### src/rtl/red_pitaya_daisy_pkg.sv
// Shared definitions for the daisy-chain link: controller state encoding,
// TX source selector codes and the registered control-output bundle.
package red_pitaya_daisy_pkg;

    typedef enum logic [2:0] {
        ST_IDLE    = 3'd0,
        ST_SETTLE  = 3'd1,
        ST_TRAIN   = 3'd2,
        ST_VERIFY  = 3'd3,
        ST_UP      = 3'd4,
        ST_BACKOFF = 3'd5,
        ST_FAIL    = 3'd6
    } link_state_t;

    localparam logic [2:0] TXSEL_IDLE  = 3'd0;
    localparam logic [2:0] TXSEL_DATA  = 3'd1;
    localparam logic [2:0] TXSEL_TRAIN = 3'd3;
    localparam logic [2:0] TXSEL_TEST  = 3'd5;

    localparam logic [3:0] RETRY_SAT = 4'd15;

    typedef struct packed {
        logic       tx_en;
        logic       rx_en;
        logic       rx_train;
        logic       tst_clr;
        logic [2:0] tx_sel;
        logic       link_up;
        logic       link_fail;
    } link_ctl_t;

    // Control outputs are a pure function of the state being entered.
    function automatic link_ctl_t state_outputs(input link_state_t st);
        link_ctl_t o;
        o = '0;
        case (st)
            ST_SETTLE: begin
                o.tx_en   = 1'b1;
                o.rx_en   = 1'b1;
                o.tst_clr = 1'b1;
                o.tx_sel  = TXSEL_TRAIN;
            end
            ST_TRAIN: begin
                o.tx_en    = 1'b1;
                o.rx_en    = 1'b1;
                o.rx_train = 1'b1;
                o.tst_clr  = 1'b1;
                o.tx_sel   = TXSEL_TRAIN;
            end
            ST_VERIFY: begin
                o.tx_en  = 1'b1;
                o.rx_en  = 1'b1;
                o.tx_sel = TXSEL_TEST;
            end
            ST_UP: begin
                o.tx_en   = 1'b1;
                o.rx_en   = 1'b1;
                o.tst_clr = 1'b1;
                o.tx_sel  = TXSEL_DATA;
                o.link_up = 1'b1;
            end
            ST_FAIL: begin
                o.link_fail = 1'b1;
            end
            default: begin
                o = '0;
            end
        endcase
        return o;
    endfunction

    function automatic logic [3:0] retry_inc(input logic [3:0] r);
        return (r == RETRY_SAT) ? r : r + 4'd1;
    endfunction

endpackage

### src/rtl/red_pitaya_daisy_link_ctrl.sv
// Daisy-chain link bring-up sequencer: settle, train, PRBS verify, then
// declare the link up, retrying a bounded number of times before failing.
module red_pitaya_daisy_link_ctrl
    import red_pitaya_daisy_pkg::*;
#(
    parameter int unsigned SETTLE_CYC = 256,
    parameter int unsigned TRAIN_TO   = 65536,
    parameter int unsigned VERIFY_CYC = 4096,
    parameter int unsigned MIN_DAT    = 16,
    parameter int unsigned MAX_RETRY  = 3,
    parameter int unsigned CW         = 20
) (
    input  logic        sys_clk_i,
    input  logic        sys_rst_i,
    input  logic        ctl_start_i,
    input  logic        ctl_stop_i,
    input  logic        rx_trained_i,
    input  logic [31:0] tst_err_cnt_i,
    input  logic [31:0] tst_dat_cnt_i,
    output logic        cfg_tx_en_o,
    output logic        cfg_rx_en_o,
    output logic        cfg_rx_train_o,
    output logic        cfg_tst_clr_o,
    output logic [2:0]  tx_sel_o,
    output logic        link_up_o,
    output logic        link_fail_o,
    output logic [2:0]  state_o,
    output logic [3:0]  retry_cnt_o
);

    localparam logic [CW-1:0] SETTLE_LAST = CW'(SETTLE_CYC - 1);
    localparam logic [CW-1:0] TRAIN_LAST  = CW'(TRAIN_TO - 1);
    localparam logic [CW-1:0] VERIFY_LAST = CW'(VERIFY_CYC - 1);
    localparam logic [31:0]   MIN_DAT_32  = 32'(MIN_DAT);
    localparam logic [3:0]    RETRY_LIMIT = 4'(MAX_RETRY);

    link_state_t   r_state;
    link_state_t   w_state_nxt;
    logic [CW-1:0] r_timer;
    logic [CW-1:0] w_timer_nxt;
    logic [3:0]    r_retry;
    logic [3:0]    w_retry_nxt;
    link_ctl_t     r_ctl;
    link_ctl_t     w_ctl_nxt;
    logic          w_timed_state;

    always_ff @(posedge sys_clk_i) begin
        if (sys_rst_i) begin
            r_state <= ST_IDLE;
            r_timer <= '0;
            r_retry <= '0;
            r_ctl   <= '0;
        end else begin
            r_state <= w_state_nxt;
            r_timer <= w_timer_nxt;
            r_retry <= w_retry_nxt;
            r_ctl   <= w_ctl_nxt;
        end
    end

    always_comb begin
        w_state_nxt = r_state;
        w_retry_nxt = r_retry;

        unique case (r_state)
            ST_IDLE: begin
                if (ctl_start_i) begin
                    w_state_nxt = ST_SETTLE;
                    w_retry_nxt = '0;
                end
            end
            ST_SETTLE: begin
                if (r_timer == SETTLE_LAST) begin
                    w_state_nxt = ST_TRAIN;
                end
            end
            ST_TRAIN: begin
                if (rx_trained_i) begin
                    w_state_nxt = ST_VERIFY;
                end else if (r_timer == TRAIN_LAST) begin
                    w_state_nxt = ST_BACKOFF;
                end
            end
            ST_VERIFY: begin
                if (tst_err_cnt_i != 32'd0) begin
                    w_state_nxt = ST_BACKOFF;
                end else if (r_timer == VERIFY_LAST) begin
                    w_state_nxt = (tst_dat_cnt_i >= MIN_DAT_32) ? ST_UP : ST_BACKOFF;
                end
            end
            ST_UP: begin
                if (!rx_trained_i) begin
                    w_state_nxt = ST_BACKOFF;
                end
            end
            ST_BACKOFF: begin
                w_state_nxt = (r_retry >= RETRY_LIMIT) ? ST_FAIL : ST_SETTLE;
            end
            ST_FAIL: begin
                if (ctl_start_i) begin
                    w_state_nxt = ST_SETTLE;
                    w_retry_nxt = '0;
                end
            end
            default: begin
                w_state_nxt = ST_IDLE;
            end
        endcase

        // Stop overrides everything, including a simultaneous start.
        if (ctl_stop_i) begin
            w_state_nxt = ST_IDLE;
            w_retry_nxt = r_retry;
        end

        if ((w_state_nxt == ST_BACKOFF) && (r_state != ST_BACKOFF)) begin
            w_retry_nxt = retry_inc(r_retry);
        end
    end

    always_comb begin
        w_timed_state = (r_state == ST_SETTLE) || (r_state == ST_TRAIN) ||
                        (r_state == ST_VERIFY);
        if (w_state_nxt != r_state) begin
            w_timer_nxt = '0;
        end else if (w_timed_state) begin
            w_timer_nxt = r_timer + 1'b1;
        end else begin
            w_timer_nxt = '0;
        end
        w_ctl_nxt = state_outputs(w_state_nxt);
    end

    assign cfg_tx_en_o    = r_ctl.tx_en;
    assign cfg_rx_en_o    = r_ctl.rx_en;
    assign cfg_rx_train_o = r_ctl.rx_train;
    assign cfg_tst_clr_o  = r_ctl.tst_clr;
    assign tx_sel_o       = r_ctl.tx_sel;
    assign link_up_o      = r_ctl.link_up;
    assign link_fail_o    = r_ctl.link_fail;
    assign state_o        = r_state;
    assign retry_cnt_o    = r_retry;

endmodule

### config.mk
export PLATFORM = sky130hd
export DESIGN_NAME = red_pitaya_daisy_link_ctrl
export DESIGN_NICKNAME = d
export VERILOG_FILES = /design/src/rtl/red_pitaya_daisy_pkg.sv /design/src/rtl/red_pitaya_daisy_link_ctrl.sv
export SDC_FILE = /design/constraint.sdc
export NUM_CORES = 1
export LEC_CHECK = 0
export CAP_MARGIN = 15
export CORE_ASPECT_RATIO = 1.25
export CORE_MARGIN = 2
export CORE_UTILIZATION = 39
export CTS_CLUSTER_DIAMETER = 150
export DETAILED_ROUTE_END_ITERATION = 10
export PLACE_DENSITY = 0.77
export SYNTH_ARGS = -nofsm -noshare
export SYNTH_HDL_FRONTEND = slang
export SYNTH_SLANG_ARGS = --single-unit
### constraint.sdc
create_clock -name sys_clk_i -period 2.12 [get_ports sys_clk_i]
set_input_delay 0.424 -clock sys_clk_i [delete_from_list [all_inputs] [get_ports sys_clk_i]]
set_output_delay 0.424 -clock sys_clk_i [all_outputs]
set_load 0.1 [all_outputs]
==> metrics.md <==
| Metric | Value |
|---|---|
| Crit Path Class | flip-flop to flip-flop |
| Sequential-to-total area share from yosys stat | 0.3357 |
| Critical Path End Type | flip-flop |
| Reg2Reg Depth | 9 |
| Final worst-path cycle share | 1.143 |
| RSZ-0062 raised after global routing | true |
| YS warnings | 0 |
| Fmax | ~410 MHz |
| Worst hold path depth | 2 |
| Clk slew on worst S/H paths | approximately 0.07 ns |
| CP Data Required Time | ~2.4 ns |
| Initial antenna violation count | 0 |
| Final setup viols | 34 |
| Core area | 5116 um2 |
| Detailed placement HPWL | 5491 um |
| P_leak | 1.652 nW |
| Cells after Synth | around 250 |
| Max-Cap Viols | 0 |
| Final clock skew | 0.006506 ns |
| Mapped Nets | 325 |
| Initial Util | 0.4079 |
| Final wirelength | 9452 um |
| Minimum setup slack after placement | -0.7521 ns |
| Worst Tran Pin Value | 0.6129 ns |
| Hold_ws | 0.5470 ns |
| Max transition margin | 0.5914 |
| Post-route cell area | 4193 um2 |
| CTS max path bufs | 2 |
| Failing checks | negative setup slack |
| Reg2reg setup slack | -0.30 ns |
| WP data arrival | 2.67 ns |
| Hold Startpoint | retry_cnt_o[3] |
| Io pins | 85 |
| Max incr delay on CP | 0.55 ns |
| Peak VDD IR | 0.0003333 V |
| Starting DRC count in detailed routing | 192 |
| Min cycle time layout | 2.423 ns |
| Via count | 2820 |
| Syn-to-layout area delta | 100.9% |
| Die Y | around 86 um |
| Peak fanout along the critical path | 7 |
| CP Launch Type | flip-flop |
| First-pass GRT wire length | roughly 14000 um |
| Placed Area | roughly 3400 um2 |
| I/O Buffers | 80 |
| Ant diodes | 0 |
| Total GRT Usage | 0.2967 |
| TritonCTS Buffers | 5 |
| DRC violations left | 0 |
| Die ar. | 5956 um2 |
| Layout cells sized above 1 | 0.5121 |
| Hold Fails Final Rpt | 0 |
| Routed Antenna Nets | 0 |
| Slew Viols, Final | 0 |
| NumNets Final | 484 |
| Root buf cell | clkbuf_8 |
| Setup WS post-layout | -0.3031 ns |
| Clk_lat worst skew | roughly 0.30 ns |
| Yosys cell types | 49 |
| Async S/R FF share, synth | 0 |
| Worst setup path startpoint | r_timer[14] |
| Pre-antenna DRT Iters | 5 |
| Htree depth | 2 |
| Synthesized area | 2087 um2 |
| Crit Reg-Reg Startpoint | r_timer[14] |
| Power per cell area | roughly 360 nW/um2 |
| Top FF cell, synth | dfxtp_1 |
| Hold crit path type | flip-flop to flip-flop |
| Die Width | 69.43 um |
| Critical-path cell list | nor4_2 > buf_4 > nand2_1 > or2_4 > a221oi_4 > buf_6 > nor3_4 > or4_4 > nor2_4 |
| DR WL/cell | 19.86 um |
| Mean Syn Cell Area | roughly 8.2 um2 |
| RD Place Congestion | 0.8837 |
| Worst path slowest cell | or4_4 |
| Vias in the first global route | 2958 |
| Average vias per placed instance | 5.924 |
| CTS tree | done |
| Status | complete, but fails checks |
| Cell Rows | 29 |
| EDFF count, synth | 0 |
| Clock sinks | 35 |
| Largest net degree at the start of global routing | 15 |
| Synth Register Bits | 35 |
| Grt total ovfl | 0 |
## through the flow
step                        util  power, mW  setup TNS (ns)  cells
after floorplan                -     0.7852          -1.668    254
after global placement    0.6615     0.9599          -19.87    443
after detailed placement  0.6615     0.9652          -21.12    443
after CTS                 0.7686      1.455          -2.541    471
after global routing      0.8195      1.567          -10.61    476
final                     0.8195      1.523          -6.834    476
## final timing paths
| check | to |
|---|---|
| max | r_timer[13] |
| min | retry_cnt_o[3] |
| max reg2reg | r_timer[13] |
| min reg2reg | retry_cnt_o[3] |
## cell usage in the layout, fill, tap and decap left out, drive strengths merged, types with 7 or more instances in the layout
cell type	synthesis	layout
xor2	10	10
nor4	37	37
dlygate4sd2	0	27
buf	7	115
clkdlybuf4s50	0	7
nand3	12	12
nand2	31	31
nor2	19	19
or4	7	7
dfxtp	35	35
clkbuf	7	12
clkdlybuf4s15	0	12
xnor2	9	9
## kinds of logic (layout without fill, tap and decap cells)
group | count (synthesis) | count (layout) | share of synthesized area
xor+xnor | 19 | 19 | 0.07974
compound gates | 38 | 38 | 0.1475
fa+ha+maj | 2 | 2 | 0.01199
simple gates | 144 | 144 | 0.3879
buf+inv | 16 | 176 | 0.03717
flops | 35 | 35 | 0.3357
## registers in the layout, summed over array words and instances (netlist names)
signal,flops
retry_cnt_o,4
link_fail_o,1
cfg_tx_en_o,1
link_up_o,1
state_o,3
r_timer,20
tx_sel_o,3
cfg_tst_clr_o,1
cfg_rx_train_o,1
## power breakdown
| group | switching [mW] | total, mW | internal [mW] |
|---|---|---|---|
| Sequential | 0.00605 | 0.664 | 0.657 |
| Clock | 0.256 | 0.486 | 0.231 |
| Combinational | 0.191 | 0.373 | 0.182 |
## layer usage
| layer | vias to the layer above | share of wire | global-route usage |
|---|---|---|---|
| li1 | 1288 | - | - |
| met1 | 1354 | 0.33 | 0.2823 |
| met2 | 146 | 0.56 | 0.5830 |
| met3 | 32 | 0.067 | 0.07286 |
| met4 | 0 | 0.040 | 0.1497 |
| met5 | - | 0 | 0 |
## synthesized netlist by cell type (2+ instances only)
cell | count | area (um2)
xor2_1 | 10 | 87.58
or4_1 | 7 | 52.55
o21bai_1 | 2 | 15.01
o31ai_1 | 4 | 30.03
a21oi_1 | 4 | 20.02
o21ai_0 | 3 | 15.01
o31a_1 | 2 | 17.52
nor2_1 | 19 | 71.32
nor3b_1 | 3 | 22.52
nor4_1 | 35 | 219.0
buf_2 | 5 | 25.02
o21ba_2 | 2 | 20.02
dfxtp_1 | 35 | 700.7
nor3_1 | 4 | 20.02
and4_1 | 4 | 35.03
nand3_1 | 12 | 60.06
and2_1 | 3 | 18.77
nand2b_1 | 6 | 37.54
o211ai_1 | 3 | 22.52
nand2_1 | 31 | 116.4
ha_1 | 2 | 25.02
a31oi_1 | 6 | 37.54
inv_1 | 2 | 7.510
and3_1 | 4 | 25.02
o21a_1 | 2 | 15.01
o21ai_1 | 2 | 10.01
nand4_1 | 6 | 37.54
xnor2_1 | 9 | 78.83
clkbuf_1 | 7 | 26.28
## final cells by class
cell class | instances | area, um2
well taps | 62 | 77.57
clock inverters | 1 | 5.005
inverters | 2 | 7.507
fillers | 306 | 923.4
multi-input cells | 203 | 1862
flip-flops and latches | 35 | 725.7
repair buffers | 166 | 1439
clock buffers | 7 | 76.32
## timing repair
| item | CTS | global route |
|---|---|---|
| hold buffers | 0 | 0 |
| setup endpoints to repair | 34 | 35 |
| setup buffers | 19 | 8 |
| gates cloned | 3 | 1 |
| pin swaps | 41 | 33 |
| resized for setup | 179 | 48 |
## worst max-delay path: cells and delay by family (launching register included)
kind	cells	cell delay (ns)
flip-flops	1	0.33
AND/OR/NAND/NOR	6	1.39
AO/OA/AOI/OAI	1	0.30
buffers and inverters	2	0.34
(Power assumes the default switching activity.)
